### config.mk
export PLATFORM = sky130hd
export DESIGN_NAME = conv_loop1_multi_ch_engine
export DESIGN_NICKNAME = d
export VERILOG_FILES = /design/src/rtl/conv_loop1_multi_ch_engine.sv
export SDC_FILE = /design/constraint.sdc
export NUM_CORES = 2
export LEC_CHECK = 0
export ABC_CLOCK_PERIOD_IN_PS = 10800
export BUFFER_PORTS_ARGS = -buffer_cell sky130_fd_sc_hd__buf_4
export CAP_MARGIN = 20
export CORE_MARGIN = 5
export CORE_UTILIZATION = 45
export DETAILED_ROUTE_END_ITERATION = 8
export SLEW_MARGIN = 30
export SYNTH_ARGS = -nofsm -noshare
export SYNTH_HDL_FRONTEND = slang
export SYNTH_SLANG_ARGS = --single-unit
export TNS_END_PERCENT = 1
### constraint.sdc
create_clock -name clk -period 10.8 [get_ports clk]
set_input_delay 2.7 -clock clk [delete_from_list [all_inputs] [get_ports clk]]
set_output_delay 2.7 -clock clk [all_outputs]
set_load 0.05 [all_outputs]
### src/rtl/conv_loop1_multi_ch_engine.sv
// ============================================================================
// Module      : conv_loop1_multi_ch_engine
// Description : Kernel-loop MAC engine, PIX pixels x POF channels, one tap/cycle.
// Revision    : 1.0 - initial release
// ============================================================================
`default_nettype none

module conv_loop1_multi_ch_engine #(
    parameter int KX  = 3,
    parameter int KY  = 3,
    parameter int PIX = 4,
    parameter int POF = 2,
    parameter int RES = 8,
    parameter int ACC = 24
) (
    input  logic                                           clk,
    input  logic                                           rst_n,
    input  logic                                           abort,
    input  logic                                           in_valid,
    output logic                                           in_ready,
    input  logic [KY*(PIX+KX-1)*RES-1:0]                   row_buf,
    input  logic [POF*KX*KY*RES-1:0]                       weights,
    output logic                                           out_valid,
    input  logic                                           out_ready,
    output logic [POF*PIX*ACC-1:0]                         acc_out,
    output logic [((KX*KY > 1) ? $clog2(KX*KY) : 1)-1:0]   tap_idx,
    output logic                                           busy
);

    localparam int c_ROWW = PIX + KX - 1;
    localparam int c_TAPS = KX * KY;
    localparam int c_TW   = (c_TAPS > 1) ? $clog2(c_TAPS) : 1;
    localparam int c_KXW  = (KX > 1) ? $clog2(KX) : 1;
    localparam int c_KYW  = (KY > 1) ? $clog2(KY) : 1;

    typedef enum logic [1:0] {
        S_IDLE = 2'd0,
        S_LOAD = 2'd1,
        S_MAC  = 2'd2,
        S_DONE = 2'd3
    } state_t;

    state_t                      r_state;
    state_t                      w_state_next;
    logic [KY*c_ROWW*RES-1:0]    r_row;
    logic [POF*c_TAPS*RES-1:0]   r_wts;
    logic [POF*PIX*ACC-1:0]      r_acc;
    logic [POF*PIX*ACC-1:0]      w_acc_next;
    logic [c_KXW-1:0]            r_kx;
    logic [c_KYW-1:0]            r_ky;
    logic [c_TW-1:0]             r_tap;
    logic                        w_accept;
    logic                        w_last_tap;

    assign w_accept   = (r_state == S_IDLE) && in_valid && !abort;
    assign w_last_tap = (r_tap == c_TW'(c_TAPS - 1));

    always_ff @(posedge clk) begin
        if (!rst_n) begin
            r_state <= S_IDLE;
        end else begin
            r_state <= w_state_next;
        end
    end

    always_comb begin
        w_state_next = r_state;
        unique case (r_state)
            S_IDLE: if (w_accept)   w_state_next = S_LOAD;
            S_LOAD:                 w_state_next = S_MAC;
            S_MAC:  if (w_last_tap) w_state_next = S_DONE;
            S_DONE: if (out_ready)  w_state_next = S_IDLE;
            default:                w_state_next = S_IDLE;
        endcase
        if (abort) begin
            w_state_next = S_IDLE;
        end
    end

    assign in_ready  = (r_state == S_IDLE);
    assign out_valid = (r_state == S_DONE);
    assign busy      = (r_state == S_LOAD) || (r_state == S_MAC);
    assign tap_idx   = r_tap;
    assign acc_out   = r_acc;

    // One multiplier per (channel, pixel); the tap counters select the operands.
    for (genvar o = 0; o < POF; o++) begin : g_ch
        for (genvar p = 0; p < PIX; p++) begin : g_pix
            logic signed [RES-1:0]   w_pix;
            logic signed [RES-1:0]   w_wt;
            logic signed [2*RES-1:0] w_prod;

            assign w_pix  = r_row[(int'(r_ky) * c_ROWW + int'(r_kx) + p) * RES +: RES];
            assign w_wt   = r_wts[(o * c_TAPS + int'(r_tap)) * RES +: RES];
            assign w_prod = w_pix * w_wt;
            assign w_acc_next[(o*PIX+p)*ACC +: ACC] =
                r_acc[(o*PIX+p)*ACC +: ACC] + ACC'(w_prod);
        end
    end

    always_ff @(posedge clk) begin
        if (!rst_n) begin
            r_row <= '0;
            r_wts <= '0;
            r_acc <= '0;
            r_kx  <= '0;
            r_ky  <= '0;
            r_tap <= '0;
        end else if (abort && (r_state != S_IDLE)) begin
            r_acc <= '0;
            r_kx  <= '0;
            r_ky  <= '0;
            r_tap <= '0;
        end else begin
            unique case (r_state)
                S_IDLE: begin
                    if (w_accept) begin
                        r_row <= row_buf;
                        r_wts <= weights;
                        r_acc <= '0;
                    end
                end
                S_LOAD: begin
                    r_kx  <= '0;
                    r_ky  <= '0;
                    r_tap <= '0;
                end
                S_MAC: begin
                    r_acc <= w_acc_next;
                    if (w_last_tap) begin
                        r_kx  <= '0;
                        r_ky  <= '0;
                        r_tap <= '0;
                    end else begin
                        r_tap <= r_tap + 1'b1;
                        if (r_kx == c_KXW'(KX - 1)) begin
                            r_kx <= '0;
                            r_ky <= r_ky + 1'b1;
                        end else begin
                            r_kx <= r_kx + 1'b1;
                        end
                    end
                end
                default: begin
                end
            endcase
        end
    end

endmodule

`default_nettype wire

==> run_results.csv <==
group,metric,value,unit
run_status,status,"complete, no violations",
final_layout,layout_commonest_cell,"nand2_1",
synth,muxShareOfSynthArea,9.220,%
worst_hold_path,hold_class,"register to register",
worst_setup_path,rr_worst_depth,37,
worst_setup_path,cp_data_arrival_time,10580,ps
floorplanning,fp.dieW,346.7,um
final_layout,fin_area,58320,um^2
sta,finalCritPeriodShare,92.63,%
synth,syn_nets,7107,
routing,wl_met1,65.06,mm
worst_setup_path,crit_required,11380,ps
cts,cts_resized,0,
sta,drv_slew,0,
cts,cts_max_level,2,
pwr,p_leak,0.02603,uW
placement,gp_congestion,0.9532,
global_route,grt_usage,25.36,%
worst_setup_path,worstSetupPathType,"register to register",
floorplanning,fp.dieH,346.7,um
sta,grt_setup_unrepaired,"no",
routing,vias,42530,
synth,async_flop_share,0,%
worst_setup_path,path_common_cell,"inv_1",
pwr,swShare,29.97,%
synth,synth_edf_count,0,
global_route,grt_pass1_wl,243.7,mm
synth,synthSimpleGateAreaFrac,15.03,%
synth,synth_top_family_by_area,"adder cells",
placement,placed_area,56310,um^2
pwr,seq_power_share,38.9,%
floorplanning,core,112500,um^2
floorplanning,ioPinCount,492,
routing,route.met2.wl,76.13,mm
worst_setup_path,max_stage_delay,640,ps
routing,top_layer,"met4",
sta,setup_ws,795.5,ps
routing,drc,0,
pwr,ir_worst_vdd,0.0001337,V
floorplanning,start_util,45.34,%
cts,clkLatencyLatePin,690,ps
placement,dp_hpwl,122.7,mm
worst_setup_path,crit_path_start_kind,"register",
routing,vias_per_cell,5.449,
synth,ys.flop_type,"dfxtp_1",
routing,firstDrtPassIters,6,
pwr,finalPower,4962,uW
global_route,grt_pass1_vias,42510,
worst_setup_path,cpMaxStageDelayCell,"mux4_2",
sta,tightest_slew,1000,ps
final_layout,final_core_util,51.84,%
worst_setup_path,endpoint_kind,"register",
synth,synthesis.instances,5929,
final_layout,finalNetCount,7437,
placement,io_buffers,491,
global_route,grt-ovfl-total,0,
sta,fmax,99.96,MHz
synth,avgSynthCellArea,8.604,um^2
cts,cts-root-buf,"clkbuf_16",
cts,cts_num_sinks,490,
routing,postRouteAntennaNets,0,
cts,cts_tree,"built",
pwr,powerDensity,85.09,nW/um^2
cts,cts_hold_buf,0,
global_route,antenna_found_initial,3,
sta,min_period,10000,ps
pwr,switching_power,1487,uW
cts,cts_setup_buffers,0,
synth,synth_fa_ha_area_share,28.36,%
final_layout,layout-drive-gt1-share,15.63,%
routing,wl,156.3,mm
synth,synth_xor_area_share,4.957,%
placement,dp_slack,572.2,ps
synth,synthDistinctLibCells,83,
floorplanning,fp.dieArea,120200,um^2
synth,synth.cell_area,51010,um^2
worst_hold_path,hold_path_depth,2,
pwr,clockPowerShare,41.5,%
sta,skew,67.34,ps
routing,wl_met3,10.09,mm
global_route,grt_max_degree,182,
flow_run,maxCapViolations,0,
routing,wl_per_cell,20.03,um
sta,tns,0,ps
final_layout,mostFrequentLayoutCells,"807 x nand2_1, 710 x inv_1, 655 x nor2_1",
sta,hold_violations,0,
cts,cts_buffers,58,
sta,slew-limit-headroom,33.09,%
pwr,p_int,3475,uW
cts,cts_buffer_depth,3,
routing,initialDrtViolationCount,3055,
cts,clkTransAtPathRegs,60,ps
synth,synth_compound_area_share,15.43,%
synth,synth.ff_latch_count,490,
sta,setup_viol,0,
synth,synth_warnings,0,
final_layout,syn2layout_area_growth,14.33,%
synth,seq_area_frac_synth,19.23,%
floorplanning,fp-row-count,123,
worst_setup_path,path_max_fanout,16,
pwr,combPwrFrac,19.6,%
[critical path, delay by kind of cell, from the launching register on]
family | cells | cell delay [ps]
buffers and inverters | 8 | 790
AOI/OAI and AO/OA | 12 | 2580
DFF | 1 | 420
and+or+nand+nor | 4 | 970
muxes | 2 | 890
xor gates and xnor gates | 2 | 720
adders and majority gates | 9 | 3500
[state kept, by name (all words and copies together), names as in the netlist]
signal   count
acc_out    192
r_row      144
r_wts      144
tap_idx      4
r_kx         2
r_ky         2
r_state      2
[power groups by stage]
stage                     registers [uW]  clock network, uW  logic, uW
final                               1930               2060        974
after global routing                1930               2190       1080
after CTS                           1930               2120        977
after detailed placement            1970                  0        973
after global placement              1960                  0        961
after floorplan                     1940                  0        647
[path summary, 6_finish.rpt]
kind         startpoint     endpoint  slack (ps)
min reg2reg   r_wts[64]    r_wts[64]         460
max             r_ky[0]  acc_out[71]         800
min           r_wts[64]    r_wts[64]         460
max reg2reg     r_ky[0]  acc_out[71]         800
[cell usage after synthesis, drive strengths merged, types with 10 or more instances]
library cell,number,area [um^2]
nand2,807,3029
inv,711,2669
nor2,657,2466
dfxtp,490,9809
fa,452,9049
ha,433,5418
a21boi,296,2222
a21oi,268,1341
clkbuf,215,807.0
xnor2,202,1784
mux4,165,3716
o21ai,162,818.3
buf,94,486.7
a22oi,87,653.1
xor2,85,744.5
or2,84,525.5
a21o,81,608.1
mux2i,75,750.7
nand3,50,250.2
nor3,48,240.2
nand2b,46,287.8
o21a,39,292.8
a211oi,35,275.3
and2,34,212.7
o21bai,34,255.2
nor2b,28,175.2
mux2,21,236.5
a31oi,19,125.1
and3,17,106.4
o211ai,16,120.1
or3,16,100.1
o221ai,14,122.6
o31ai,14,105.1
o22ai,10,62.56
[metal layers]
metal / vias up / global-route usage, %
li1: 20380 / -
met1: 20660 / 32.85
met2: 1249 / 43.77
met3: 237 / 4.361
met4: 0 / 7.262
met5: - / 0
[through the flow]
| step | hold WS [ps] | std cells |
|---|---|---|
| after floorplan | 440.0 | 5929 |
| after global placement | 450.2 | 7698 |
| after detailed placement | 453.8 | 7699 |
| after CTS | 462.3 | 7803 |
| after global routing | 477.7 | 7804 |
| final | 463.1 | 7805 |
[cell families (layout without fill, tap and decap cells)]
kind of cell,after synthesis,after routing
compound gates,1163,1163
xor+xnor,287,287
fa+ha+maj,885,885
buf+inv,1021,1395
flops,490,490
mux,261,261
other cells,0,2
simple gates,1822,1822
[final cells by class]
type                            count  area (um^2)
Inverter                          712         2673
Multi-Input combinational cell   4418        37510
Sequential cell                   490         9819
Antenna cell                        2        5.005
Clock inverter                     20        331.6
Tap cell                         1500         1877
Fill cell                       10780        54180
Timing Repair Buffer              579         4446
Clock buffer                       84         1660
(Power assumes the default switching activity.)
